===== src/rtl/vga_pkg.sv =====
// vga_pkg: shared constants and helpers for the VGA raster timing generator.
// Holds the 640x480@60 default lengths, a struct bundling the eight
// porch/sync/active lengths, and a function that sums one axis of it.
package vga_pkg;

  // 640x480@60 with a 50 MHz clk and a divide-by-2 pixel strobe
  localparam int DEF_CLK_DIV  = 2;
  localparam int DEF_H_ACTIVE = 640;
  localparam int DEF_H_FP     = 16;
  localparam int DEF_H_SYNC   = 96;
  localparam int DEF_H_BP     = 48;
  localparam int DEF_V_ACTIVE = 480;
  localparam int DEF_V_FP     = 10;
  localparam int DEF_V_SYNC   = 2;
  localparam int DEF_V_BP     = 33;
  localparam int DEF_FRAME_W  = 8;

  typedef struct packed {
    logic [15:0] h_active;
    logic [15:0] h_fp;
    logic [15:0] h_sync;
    logic [15:0] h_bp;
    logic [15:0] v_active;
    logic [15:0] v_fp;
    logic [15:0] v_sync;
    logic [15:0] v_bp;
  } vga_timing_t;

  typedef enum logic [0:0] {
    AXIS_H = 1'b0,
    AXIS_V = 1'b1
  } vga_axis_e;

  // Total line length (AXIS_H, in pixels) or frame length (AXIS_V, in lines)
  function automatic int unsigned timing_total(input vga_timing_t t, input vga_axis_e axis);
    int unsigned len_s;
    case (axis)
      AXIS_H:  len_s = 32'(t.h_active) + 32'(t.h_fp) + 32'(t.h_sync) + 32'(t.h_bp);
      AXIS_V:  len_s = 32'(t.v_active) + 32'(t.v_fp) + 32'(t.v_sync) + 32'(t.v_bp);
      default: len_s = 32'd0;
    endcase
    return len_s;
  endfunction

endpackage


===== src/rtl/pixel_clk_en.sv =====
// pixel_clk_en: divides clk down to a one-clk pixel strobe.
// Ports:
//   clk    in  system clock
//   rst    in  asynchronous active-high reset
//   en     in  run enable; low parks the divider at 0
//   pix_en out high for one clk every CLK_DIV clks while running
module pixel_clk_en #(
  parameter int CLK_DIV = 2
) (
  input  logic clk,
  input  logic rst,
  input  logic en,
  output logic pix_en
);

  localparam int            DW       = (CLK_DIV > 1) ? $clog2(CLK_DIV) : 1;
  localparam logic [DW-1:0] DIV_LAST = DW'(CLK_DIV - 1);

  logic [DW-1:0] div_cnt_r;
  logic [DW-1:0] div_nxt_s;
  logic          div_last_s;

  // Divider next value: counts 0..CLK_DIV-1, parked at 0 while disabled
  always_comb begin
    div_last_s = (div_cnt_r == DIV_LAST);
    div_nxt_s  = {DW{1'b0}};
    if (!en) begin
      div_nxt_s = {DW{1'b0}};
    end else if (div_last_s) begin
      div_nxt_s = {DW{1'b0}};
    end else begin
      div_nxt_s = div_cnt_r + DW'(1);
    end
  end

  // Divider state register
  always_ff @(posedge clk or posedge rst) begin
    if (rst) begin
      div_cnt_r <= {DW{1'b0}};
    end else begin
      div_cnt_r <= div_nxt_s;
    end
  end

  // The strobe is a decode of the divider register. It is gated by en and rst
  // so that with CLK_DIV=1 the very first enabled clk already advances the
  // raster, and the strobe reads 0 whenever the block is idle.
  assign pix_en = en & ~rst & div_last_s;

endmodule


===== src/rtl/vga_timing_gen_chk.sv =====
// vga_timing_gen_chk: elaboration-time legality checks on the timing
// parameters. No ports; instantiated inside vga_timing_gen.
module vga_timing_gen_chk #(
  parameter int CLK_DIV = 2,
  parameter int H_SYNC  = 96,
  parameter int H_BP    = 48,
  parameter int V_SYNC  = 2,
  parameter int V_BP    = 33
) ();

  if (CLK_DIV < 1) begin : g_bad_clk_div
    $error("vga_timing_gen: CLK_DIV must be at least 1");
  end
  // A back porch of at least one keeps the idle position outside the sync
  // and active windows and lets every decode threshold fit the counter width.
  if (H_BP < 1) begin : g_bad_h_bp
    $error("vga_timing_gen: H_BP must be at least 1");
  end
  if (V_BP < 1) begin : g_bad_v_bp
    $error("vga_timing_gen: V_BP must be at least 1");
  end
  if (H_SYNC < 1) begin : g_bad_h_sync
    $error("vga_timing_gen: H_SYNC must be at least 1");
  end
  if (V_SYNC < 1) begin : g_bad_v_sync
    $error("vga_timing_gen: V_SYNC must be at least 1");
  end

endmodule


===== src/rtl/vga_timing_gen.sv =====
// vga_timing_gen: parametrised VGA raster timing generator.
// Ports:
//   clk, rst        system clock, asynchronous active-high reset
//   en              run enable; low returns everything except frame_count to idle
//   pix_en          one-clk pixel strobe
//   column, row     raster position
//   display_active  position is inside the visible area
//   hsync, vsync    sync outputs at the configured polarity
//   line_start      one-clk pulse when column wraps to 0
//   frame_start     one-clk pulse when (row, column) wraps to (0,0)
//   frame_count     number of frame wraps, modulo 2^FRAME_W
// Idle sits on the last back-porch pixel so the first advance lands on (0,0)
// and is reported as a frame start.
module vga_timing_gen
  import vga_pkg::*;
#(
  parameter int   CLK_DIV   = DEF_CLK_DIV,
  parameter int   H_ACTIVE  = DEF_H_ACTIVE,
  parameter int   H_FP      = DEF_H_FP,
  parameter int   H_SYNC    = DEF_H_SYNC,
  parameter int   H_BP      = DEF_H_BP,
  parameter int   V_ACTIVE  = DEF_V_ACTIVE,
  parameter int   V_FP      = DEF_V_FP,
  parameter int   V_SYNC    = DEF_V_SYNC,
  parameter int   V_BP      = DEF_V_BP,
  parameter logic HSYNC_POL = 1'b0,
  parameter logic VSYNC_POL = 1'b0,
  parameter int   FRAME_W   = DEF_FRAME_W
) (
  input  logic                                             clk,
  input  logic                                             rst,
  input  logic                                             en,
  output logic                                             pix_en,
  output logic [$clog2(H_ACTIVE+H_FP+H_SYNC+H_BP)-1:0]     column,
  output logic [$clog2(V_ACTIVE+V_FP+V_SYNC+V_BP)-1:0]     row,
  output logic                                             display_active,
  output logic                                             hsync,
  output logic                                             vsync,
  output logic                                             line_start,
  output logic                                             frame_start,
  output logic [FRAME_W-1:0]                               frame_count
);

  localparam vga_timing_t TIM = '{
    h_active: 16'(H_ACTIVE), h_fp: 16'(H_FP), h_sync: 16'(H_SYNC), h_bp: 16'(H_BP),
    v_active: 16'(V_ACTIVE), v_fp: 16'(V_FP), v_sync: 16'(V_SYNC), v_bp: 16'(V_BP)
  };
  localparam int H_TOTAL = int'(timing_total(TIM, AXIS_H));
  localparam int V_TOTAL = int'(timing_total(TIM, AXIS_V));
  localparam int CW      = $clog2(H_TOTAL);
  localparam int RW      = $clog2(V_TOTAL);

  // All thresholds are below H_TOTAL/V_TOTAL because the back porch is non-empty
  localparam logic [CW-1:0] H_LAST   = CW'(H_TOTAL - 1);
  localparam logic [CW-1:0] H_ACT_C  = CW'(H_ACTIVE);
  localparam logic [CW-1:0] HS_BEG   = CW'(H_ACTIVE + H_FP);
  localparam logic [CW-1:0] HS_END   = CW'(H_ACTIVE + H_FP + H_SYNC);
  localparam logic [RW-1:0] V_LAST   = RW'(V_TOTAL - 1);
  localparam logic [RW-1:0] V_ACT_C  = RW'(V_ACTIVE);
  localparam logic [RW-1:0] VS_BEG   = RW'(V_ACTIVE + V_FP);
  localparam logic [RW-1:0] VS_END   = RW'(V_ACTIVE + V_FP + V_SYNC);

  vga_timing_gen_chk #(
    .CLK_DIV (CLK_DIV),
    .H_SYNC  (H_SYNC),
    .H_BP    (H_BP),
    .V_SYNC  (V_SYNC),
    .V_BP    (V_BP)
  ) u_chk ();

  logic               pix_en_s;
  logic [CW-1:0]      col_nxt_s;
  logic [RW-1:0]      row_nxt_s;
  logic               line_wrap_s;
  logic               frame_wrap_s;
  logic               disp_nxt_s;
  logic               hs_nxt_s;
  logic               vs_nxt_s;

  logic [CW-1:0]      column_r;
  logic [RW-1:0]      row_r;
  logic               disp_r;
  logic               hs_r;
  logic               vs_r;
  logic               line_start_r;
  logic               frame_start_r;
  logic [FRAME_W-1:0] frame_count_r;

  pixel_clk_en #(
    .CLK_DIV (CLK_DIV)
  ) u_pix (
    .clk    (clk),
    .rst    (rst),
    .en     (en),
    .pix_en (pix_en_s)
  );

  // Raster position advance on each pixel strobe, with line/frame wrap flags
  always_comb begin
    col_nxt_s    = column_r;
    row_nxt_s    = row_r;
    line_wrap_s  = 1'b0;
    frame_wrap_s = 1'b0;
    if (pix_en_s) begin
      if (column_r == H_LAST) begin
        col_nxt_s   = {CW{1'b0}};
        line_wrap_s = 1'b1;
        if (row_r == V_LAST) begin
          row_nxt_s    = {RW{1'b0}};
          frame_wrap_s = 1'b1;
        end else begin
          row_nxt_s = row_r + RW'(1);
        end
      end else begin
        col_nxt_s = column_r + CW'(1);
      end
    end else begin
      col_nxt_s = column_r;
      row_nxt_s = row_r;
    end
  end

  // Decode from the next position so outputs and counters update on the same edge
  always_comb begin
    disp_nxt_s = (col_nxt_s < H_ACT_C) && (row_nxt_s < V_ACT_C);
    if ((col_nxt_s >= HS_BEG) && (col_nxt_s < HS_END)) begin
      hs_nxt_s = HSYNC_POL;
    end else begin
      hs_nxt_s = ~HSYNC_POL;
    end
    if ((row_nxt_s >= VS_BEG) && (row_nxt_s < VS_END)) begin
      vs_nxt_s = VSYNC_POL;
    end else begin
      vs_nxt_s = ~VSYNC_POL;
    end
  end

  // Raster state: idle on reset or disable (frame_count only cleared by rst)
  always_ff @(posedge clk or posedge rst) begin
    if (rst) begin
      column_r      <= H_LAST;
      row_r         <= V_LAST;
      disp_r        <= 1'b0;
      hs_r          <= ~HSYNC_POL;
      vs_r          <= ~VSYNC_POL;
      line_start_r  <= 1'b0;
      frame_start_r <= 1'b0;
      frame_count_r <= {FRAME_W{1'b0}};
    end else if (!en) begin
      column_r      <= H_LAST;
      row_r         <= V_LAST;
      disp_r        <= 1'b0;
      hs_r          <= ~HSYNC_POL;
      vs_r          <= ~VSYNC_POL;
      line_start_r  <= 1'b0;
      frame_start_r <= 1'b0;
      frame_count_r <= frame_count_r;
    end else begin
      column_r      <= col_nxt_s;
      row_r         <= row_nxt_s;
      disp_r        <= disp_nxt_s;
      hs_r          <= hs_nxt_s;
      vs_r          <= vs_nxt_s;
      line_start_r  <= line_wrap_s;
      frame_start_r <= frame_wrap_s;
      frame_count_r <= frame_wrap_s ? (frame_count_r + FRAME_W'(1)) : frame_count_r;
    end
  end

  assign pix_en         = pix_en_s;
  assign column         = column_r;
  assign row            = row_r;
  assign display_active = disp_r;
  assign hsync          = hs_r;
  assign vsync          = vs_r;
  assign line_start     = line_start_r;
  assign frame_start    = frame_start_r;
  assign frame_count    = frame_count_r;

endmodule


===== config.mk =====
export PLATFORM = sky130hd
export DESIGN_NAME = vga_timing_gen
export DESIGN_NICKNAME = d
export VERILOG_FILES = /design/src/rtl/vga_pkg.sv /design/src/rtl/pixel_clk_en.sv /design/src/rtl/vga_timing_gen_chk.sv /design/src/rtl/vga_timing_gen.sv
export SDC_FILE = /design/constraint.sdc
export NUM_CORES = 1
export LEC_CHECK = 0
export CORE_ASPECT_RATIO = 1.2
export CORE_MARGIN = 2
export CORE_UTILIZATION = 50
export CTS_BUF_LIST = sky130_fd_sc_hd__clkbuf_4 sky130_fd_sc_hd__clkbuf_8
export CTS_CLUSTER_SIZE = 10
export DETAILED_ROUTE_END_ITERATION = 10
export PLACE_DENSITY = 0.74
export SETUP_SLACK_MARGIN = 0.1
export SYNTH_ARGS = -nofsm -noshare
export SYNTH_HDL_FRONTEND = slang
export SYNTH_SLANG_ARGS = --single-unit
export TNS_END_PERCENT = 30

===== constraint.sdc =====
create_clock -name clk -period 4.45 [get_ports clk]
set_input_delay 0.445 -clock clk [delete_from_list [all_inputs] [get_ports clk]]
set_output_delay 0.445 -clock clk [all_outputs]
set_load 0.1 [all_outputs]

After elaboration in Yosys (flattened, before gate mapping)

Index checks and enable logic that the tools add are counted.

Output and inout bits: 34
Bits in latches: 0
ROM bits: 0
RAM bits: 0
Register bits: 34
Bits of input ports: 3
Memories kept: 0

Div/mod/pow operators: 0
Bitwise logic cells: 3
Shifts and indexed selects: 0
Add/sub/neg operators: 4
Eq/ne operators: 2
Multipliers: 0
Muxes and demuxes: 21
Order comparisons: 6
Reductions and logical operators: 4

Operators with widths:

| operator                | count |
|---|---|
| $mux W10                | 7 |
| $add A10 B1 Y10 const B | 2 |
| $eq A10 B10 Y1 const B  | 2 |
| $lt A10 B10 Y1 const B  | 2 |
| $lt A10 B9 Y1 const B   | 2 |
| $mux W1                 | 14 |
| $ge A10 B10 Y1 const B  | 1 |
| $ge A10 B9 Y1 const B   | 1 |
| $add A8 B1 Y8 const B   | 1 |
| $logic_and A1 B1 Y1     | 3 |
| $and A1 B1 Y1           | 2 |
| $reduce_and A2 Y1       | 1 |
| $add A1 B1 Y1 const B   | 1 |
| $not A1 Y1              | 1 |

Depth between registers and ports, before layout

Gate-level depths: netlist (run 1).

Depth in word-level cells: 8
Gate-level depth with buffers: 8

Modules after synthesis

Synthesis (run 1) repeated with hierarchy kept, for this count alone.

Cell total of the unflattened synthesis: 190
Area total of the unflattened synthesis: 1893.1 um2

By module, submodules not included:

| module         | instances | area each (um2) | cells each |
|---|---|---|---|
| vga_timing_gen | 1         | 1849.3          | 186 |
| pixel_clk_en   | 1         | 43.8            | 4 |

Worst setup path before layout (run 1)

No wires, ideal clock.

Path type: flip-flop to flip-flop
From: register row_r[1], in the netlist row[1]
To: register disp_r, in the netlist display_active
Buffers on the path: 0
Clock period less this slack: 2551 ps
Required time: 4318 ps
Slack: 1899 ps
Stages on the path, launching flop included: 8
Library setup time: 132 ps
Data arrival time: 2418 ps
Cells stage by stage: dfrtp_1 -> inv_1 -> ha_1 -> nor3b_1 -> nand4_2 -> or4b_1 -> a22oi_2 -> a221oi_2

Cells in the longest elaborated chain, start to end: 7
Elaborated cells between the ends (all ways): 8
Classes of those cells: add/sub: 1; order compare: 1; eq/ne: 1; mux: 4; reduce/logical: 1

Ends and longest elaborated chain:

| item                                                     | RTL line                                     | text |
|---|---|---|
| from (decl)                                              | vga_timing_gen.sv:81                         | `logic [RW-1:0] row_r;` |
| from (signal assigned)                                   | vga_timing_gen.sv:160                        | `row_r <= row_nxt_s;` |
| $add A10 B1 Y10 / $eq A10 B10 Y1 (equally long branches) | vga_timing_gen.sv:112, vga_timing_gen.sv:108 |  |
| $mux W10                                                 | vga_timing_gen.sv:108                        | `if (row_r == V_LAST) begin` |
| $mux W10                                                 | vga_timing_gen.sv:105                        | `if (column_r == H_LAST) begin` |
| $mux W10 (*)                                             | vga_timing_gen.sv:104                        | `if (pix_en_s) begin` |
| $lt A10 B9 Y1 (*)                                        | vga_timing_gen.sv:125                        | `disp_nxt_s = (col_nxt_s < H_ACT_C) && (row_nxt_s < V_ACT_C);` |
| $logic_and A1 B1 Y1 (*)                                  | vga_timing_gen.sv:125                        |  |
| $mux W1 (*)                                              | vga_timing_gen.sv:149                        | `end else if (!en) begin` |
| to (signal assigned)                                     | vga_timing_gen.sv:161                        | `disp_r <= disp_nxt_s;` |
| to (decl)                                                | vga_timing_gen.sv:82                         | `logic disp_r;` |

Mark *: on every way between the ends. The rest lies on a longest branch, timed or not.
A chain may end at the register's enable or synchronous reset.

Final worst setup path (run 1)

From: input rst
To: output pix_en

Cells in the longest elaborated chain, start to end: 3

Ends and longest elaborated chain:

| item                        | RTL line             | text |
|---|---|---|
| from (decl)                 | vga_timing_gen.sv:31 | `input logic rst,` |
| $not A1 Y1                  | pixel_clk_en.sv:48   | `assign pix_en = en & ~rst & div_last_s;` |
| $and A1 B1 Y1 (2 in series) | pixel_clk_en.sv:48   |  |
| to (decl)                   | vga_timing_gen.sv:33 | `output logic pix_en,` |

Every way passes these cells.

==> results of run 1 <==
## worst max-delay path: stages
cell	delay, ns
clkdlybuf4s50_1	0.46
nor2b_1	0.24
and2_1	0.22
clkdlybuf4s50_1	1.17
## worst paths after layout
check                               start  slack, ns              to  cells after the start
max                                   rst       1.47          pix_en                      4
min                        frame_count[7]       0.48  frame_count[7]                      1
max reg2reg                        row[0]       2.22  frame_count[1]                      6
min reg2reg                frame_count[7]       0.48  frame_count[7]                      1
max in group asynchronous             rst       3.09       column[2]                      3
min in group asynchronous             rst       0.61       column[5]                      2
## cells in the final DEF, fill, tap and decap left out, types with 2 or more instances in the layout
cell	instances
nand3b_1	2
nor2_1	8
and4b_1	2
a21oi_1	6
inv_1	10
buf_4	3
nor2b_1	3
clkbuf_8	6
xnor2_1	14
nand4_1	8
or3_1	2
nor3_1	5
nand2_1	18
and2_1	5
dfstp_2	12
dfrtp_1	22
a21boi_0	3
nor3_2	2
nand3_1	9
xor2_1	6
nor4_1	3
o21ai_0	9
and3_1	3
nand4b_1	2
clkdlybuf4s50_1	36
ha_1	4
nor3b_1	3
## state kept, by name, indices dropped and copies added, names as in the netlist
register and cells:
row 10, column 10, u_pix.div_cnt_r 1, line_start 1, display_active 1, frame_start 1
hsync 1, vsync 1, frame_count 8
## layout make-up
cell class / count / area, um2 / share of cell area
tap: 39 / 48.8 / 0.0208
clock inverter: 1 / 5.00 / 0.00213
clock buffer: 7 / 90.1 / 0.0384
inverter: 10 / 37.5 / 0.0160
sequential: 34 / 866 / 0.369
multi-input combinational: 134 / 917 / 0.391
timing repair buffer: 39 / 383 / 0.163
## routing by layer
metal / wire length (um) / vias to the layer above / GRT usage
li1: - / 734 / -
met4: 47 / 0 / 0.106
met2: 2090 / 48 / 0.342
met1: 1700 / 761 / 0.255
met5: 0 / - / 0
met3: 217 / 4 / 0.0420
## where the power goes
| part | internal, uW | leakage, uW | switching [uW] |
|---|---|---|---|
| Sequential | 337 | 0.000428 | 29.0 |
| Clock | 131 | 0.0000517 | 110 |
| Combinational | 70.7 | 0.000463 | 223 |
## cells by family (layout without fill, tap and decap cells)
family	after synthesis	count (layout)	share of synthesized area
flops	34	34	0.465
compound gates	28	28	0.106
mux	1	1	0.00605
buf+inv	17	57	0.0423
simple gates	81	81	0.259
xor+xnor	20	20	0.0941
fa+ha+maj	4	4	0.0269
## through the flow
| stage | instance area [um2] | utilization | setup WS, ns |
|---|---|---|---|
| after floorplan | 1860 | - | 1.90 |
| after global placement | 2250 | 0.625 | 1.55 |
| after detailed placement | 2250 | 0.625 | 1.51 |
| after CTS | 2350 | 0.651 | 1.48 |
| after global routing | 2350 | 0.651 | 1.42 |
| final | 2350 | 0.651 | 1.47 |
==> reports/metrics.yaml, run 1 <==
pwr:
  cellPowerDensity_mw_per_mm2: 384
  p_leak_uw: 0.000943
  irDropWorstVdd_mv: 0.570
  finalPower_uw: 901
setup_path:
  cp.required_ns: 4.01
  cp.arrival_ns: 2.54
  start_kind: "input pin"
  end_kind: "output port"
  worstSetupPathType: "input pin to output port"
  path_max_fanout: 4
cts:
  cts_resized: 0
  cts.sinks: 34
  numCtsBuffers: 5
  cts_tree: "yes"
  path_clk_slew_ns: 0.06
  clk_latency_ns: 0.29
  cts_buffer_depth: 2
  cts_setup_buffers: 0
  hold_buffers: 0
  root_buffer: "clkbuf_8"
  htreeDepth: 2
drt:
  via_count: 1547
  viasPerCell: 5.86
  routedWlPerCell_um: 15.4
  drc: 0
  drt_wl_total_um: 4060
  drt-initial-drc-count: 94
  drtPass1Iterations: 4
  ant_nets: 0
timing:
  max_freq_mhz: 335
  fin_setup_tns_ns: 0
  relSlewSlack: 0.332
  final_hold_viol_count: 0
  tightest_slew_ns: 0.999
  fin_crit_ns: 2.98
  worst_clock_skew_ns: 0.00738
  rsz0062_at_grt: "no"
  finalMaxSlewViolations: 0
  hold_ws_ns: 0.482
  setup_violations: 0
  period_share: 0.670
cells_and_area:
  nNetsFinal: 231
  drive_above_1_share: 0.142
  num_antenna_cells: 0
  layout.cells.non_filler: 264
  fillers: 296
  syn_to_final_growth_pct: 26.1
placed_design:
  dp_hpwl_um: 2870
  io_buffers: 36
  dp.cells: 256
  gp_congestion: 0.960
worst_hold_path:
  hp-class: "flip-flop to flip-flop"
synth:
  synth-warning-count: 0
  synth_edf_count: 0
  synth_nets: 192
  seq_area_frac_synth: 0.465
  synthTopCellsByArea: "dfrtp_1 (30%), dfstp_2 (17%), xnor2_1 (6.6%)"
  synthCells: 185
  synthFlopType: "dfrtp_1"
  yosysUniqueCellTypes: 46
  synth.most_common_cell: "dfrtp_1"
  netlist_area_mm2: 0.00186
  ys_ff_latch: 34
  synth_top_area_share: 0.296
  async_reset_ff_frac: 1.00
  ys_top_cells_by_count: "dfrtp_1 (22), nand2_1 (18), xnor2_1 (14)"
  synth_area_per_cell_um2: 10.1
  yosys.area.top_type: "dfrtp_1"
die:
  row_count: 24
  io_pins: 37
  die-width_um: 59.7
  design.core.area_mm2: 0.00360
  die_h_um: 70.8
  fp.dieArea_mm2: 0.00423
  start_util: 0.517
global_routing:
  gr-usage-all-layers: 0.209
  grt-ovfl-total: 0
  grt_pass1_vias: 1509
  grt_max_degree: 24
  grt_pass1_wl_um: 6820
  grt_antenna_before_repair: 0
run_status:
  status: "completed"
flow_run:
  cap_violations: 0
Power figures use the tool's default switching activity.
==> run 2: changes to the inputs <==
- clock period: 4.45 -> 3.1 ns (I/O delays scaled with it)
==> run 2 against run 1 <==
Via count shrank 0.65%. Utilization shrank 1.0 points. Final cell count grew 0.38%. Wire length grew 4.2%. Combinational power grew 44%. Clock-buffer cell count is the same. Sequential cell count is the same. Clock skew shrank 0.0025 ns. Power grew 44%. Non-clock buffer count grew 1. Setup slack lost 0.55 ns. Cell area shrank 1.6%. Largest power group unchanged.
==> reports/metrics.yaml, run 2 (synthesized netlist as in run 1, its figures left out) <==
run_status:
  status: "completed"
global_routing:
  grt_pass1_vias: 1552
  gr-usage-all-layers: 0.226
  grt_pass1_wl_um: 7280
  grt_max_degree: 21
  grt_antenna_before_repair: 0
  grt-ovfl-total: 0
pwr:
  power_frac_seq: 0.408
  p_switching_uw: 524
  irDropWorstVdd_mv: 0.641
  pwr-share-clk: 0.266
  combPwrFrac: 0.326
  swShare: 0.405
  cellPowerDensity_mw_per_mm2: 561
  internal-power_uw: 771
  p_leak_uw: 0.000973
cts:
  hold_buffers: 0
  htreeDepth: 2
  cts_buffer_depth: 2
  numCtsBuffers: 5
  path_clk_slew_ns: 0.06
  root_buffer: "clkbuf_8"
  cts.sinks: 34
  cts_tree: "yes"
  cts_resized: 0
  clk_latency_ns: 0.29
  cts_setup_buffers: 0
timing:
  setup_violations: 0
  finalMaxSlewViolations: 0
  hold_ws_ns: 0.470
  fin_setup_tns_ns: 0
  final_hold_viol_count: 0
  max_freq_mhz: 459
  fin_crit_ns: 2.18
  worst_clock_skew_ns: 0.00484
  rsz0062_at_grt: "no"
  relSlewSlack: 0.348
  period_share: 0.703
  fin_ws_ns: 0.920
  tightest_slew_ns: 0.975
cells_and_area:
  num_antenna_cells: 0
  nNetsFinal: 232
  syn_to_final_growth_pct: 24.1
  fillers: 302
  drive_above_1_share: 0.248
  final_core_util: 0.641
  final_common_cell: "buf_4"
  layout.cells.non_filler: 265
  mostFrequentLayoutCells: "buf_4 (26), dfrtp_1 (22), nand2_1 (18)"
placed_design:
  dp_hpwl_um: 3190
  dp.cells: 257
  dp_slack_ns: 0.664
  gp_congestion: 0.893
  io_buffers: 36
setup_path:
  start_kind: "flip-flop"
  worst-path-buf-inv: 1
  path_max_fanout: 5
  crit_slowest_cell: "clkdlybuf4s50_1"
  cp.required_ns: 2.79
  worstSetupPathType: "flip-flop to output port"
  cp.arrival_ns: 1.87
  crit_family: "buffers and inverters"
  path_cells: "clkdlybuf4s50_1"
  end_kind: "output port"
  critPathMaxStageDelay_ns: 1.16
die:
  die-width_um: 59.7
  design.core.area_mm2: 0.00360
  fp.dieArea_mm2: 0.00423
  row_count: 24
  start_util: 0.517
  die_h_um: 70.8
  io_pins: 37
drt:
  drt_wl_total_um: 4230
  via_count: 1537
  ant_nets: 0
  drt-initial-drc-count: 96
  routedWlPerCell_um: 16.0
  drtPass1Iterations: 4
  viasPerCell: 5.80
  drc: 0
flow_run:
  cap_violations: 0
worst_hold_path:
  hp-class: "flip-flop to flip-flop"
run 2: layout make-up:
type	count	area, um2	share of cell area
Timing Repair Buffer	40	345	0.150
Tap cell	39	48.8	0.0211
Sequential cell	34	866	0.375
Inverter	10	37.5	0.0163
Clock inverter	1	5.00	0.00217
Clock buffer	7	90.1	0.0390
Multi-Input combinational cell	134	917	0.397
run 2: worst paths after layout:
kind,startpoint,end,slack [ns],cells past startpoint
hold reg to reg,frame_count[7],frame_count[7],0.47,1
setup reg to reg,row[1],frame_count[1],0.97,6
max in group asynchronous,rst,column[1],2.03,3
hold / removal,frame_count[7],frame_count[7],0.47,1
setup / recovery,column[5],column[5],0.92,1
min in group asynchronous,rst,row[5],0.48,2
run 2: layer usage:
layer	wire length, um	global-route usage	vias to the layer above
met1	1790	0.274	758
met3	142	0.0475	5
met4	54	0.0691	0
met5	0	0	-
met2	2240	0.391	35
li1	-	-	739
run 2: stage by stage:
stage                     area [um2]  total power (uW)
final                           2310              1300
after global routing            2310              1340
after CTS                       2310              1300
after detailed placement        2210               959
after global placement          2210               948
after floorplan                 1860               859
run 2: power groups by stage:
stage / Clock, uW / Sequential, uW / Combinational [uW]
after floorplan: 0 / 762 / 97.4
after global placement: 0 / 532 / 416
after detailed placement: 0 / 534 / 424
after CTS: 349 / 529 / 426
after global routing: 368 / 532 / 441
final: 345 / 528 / 422
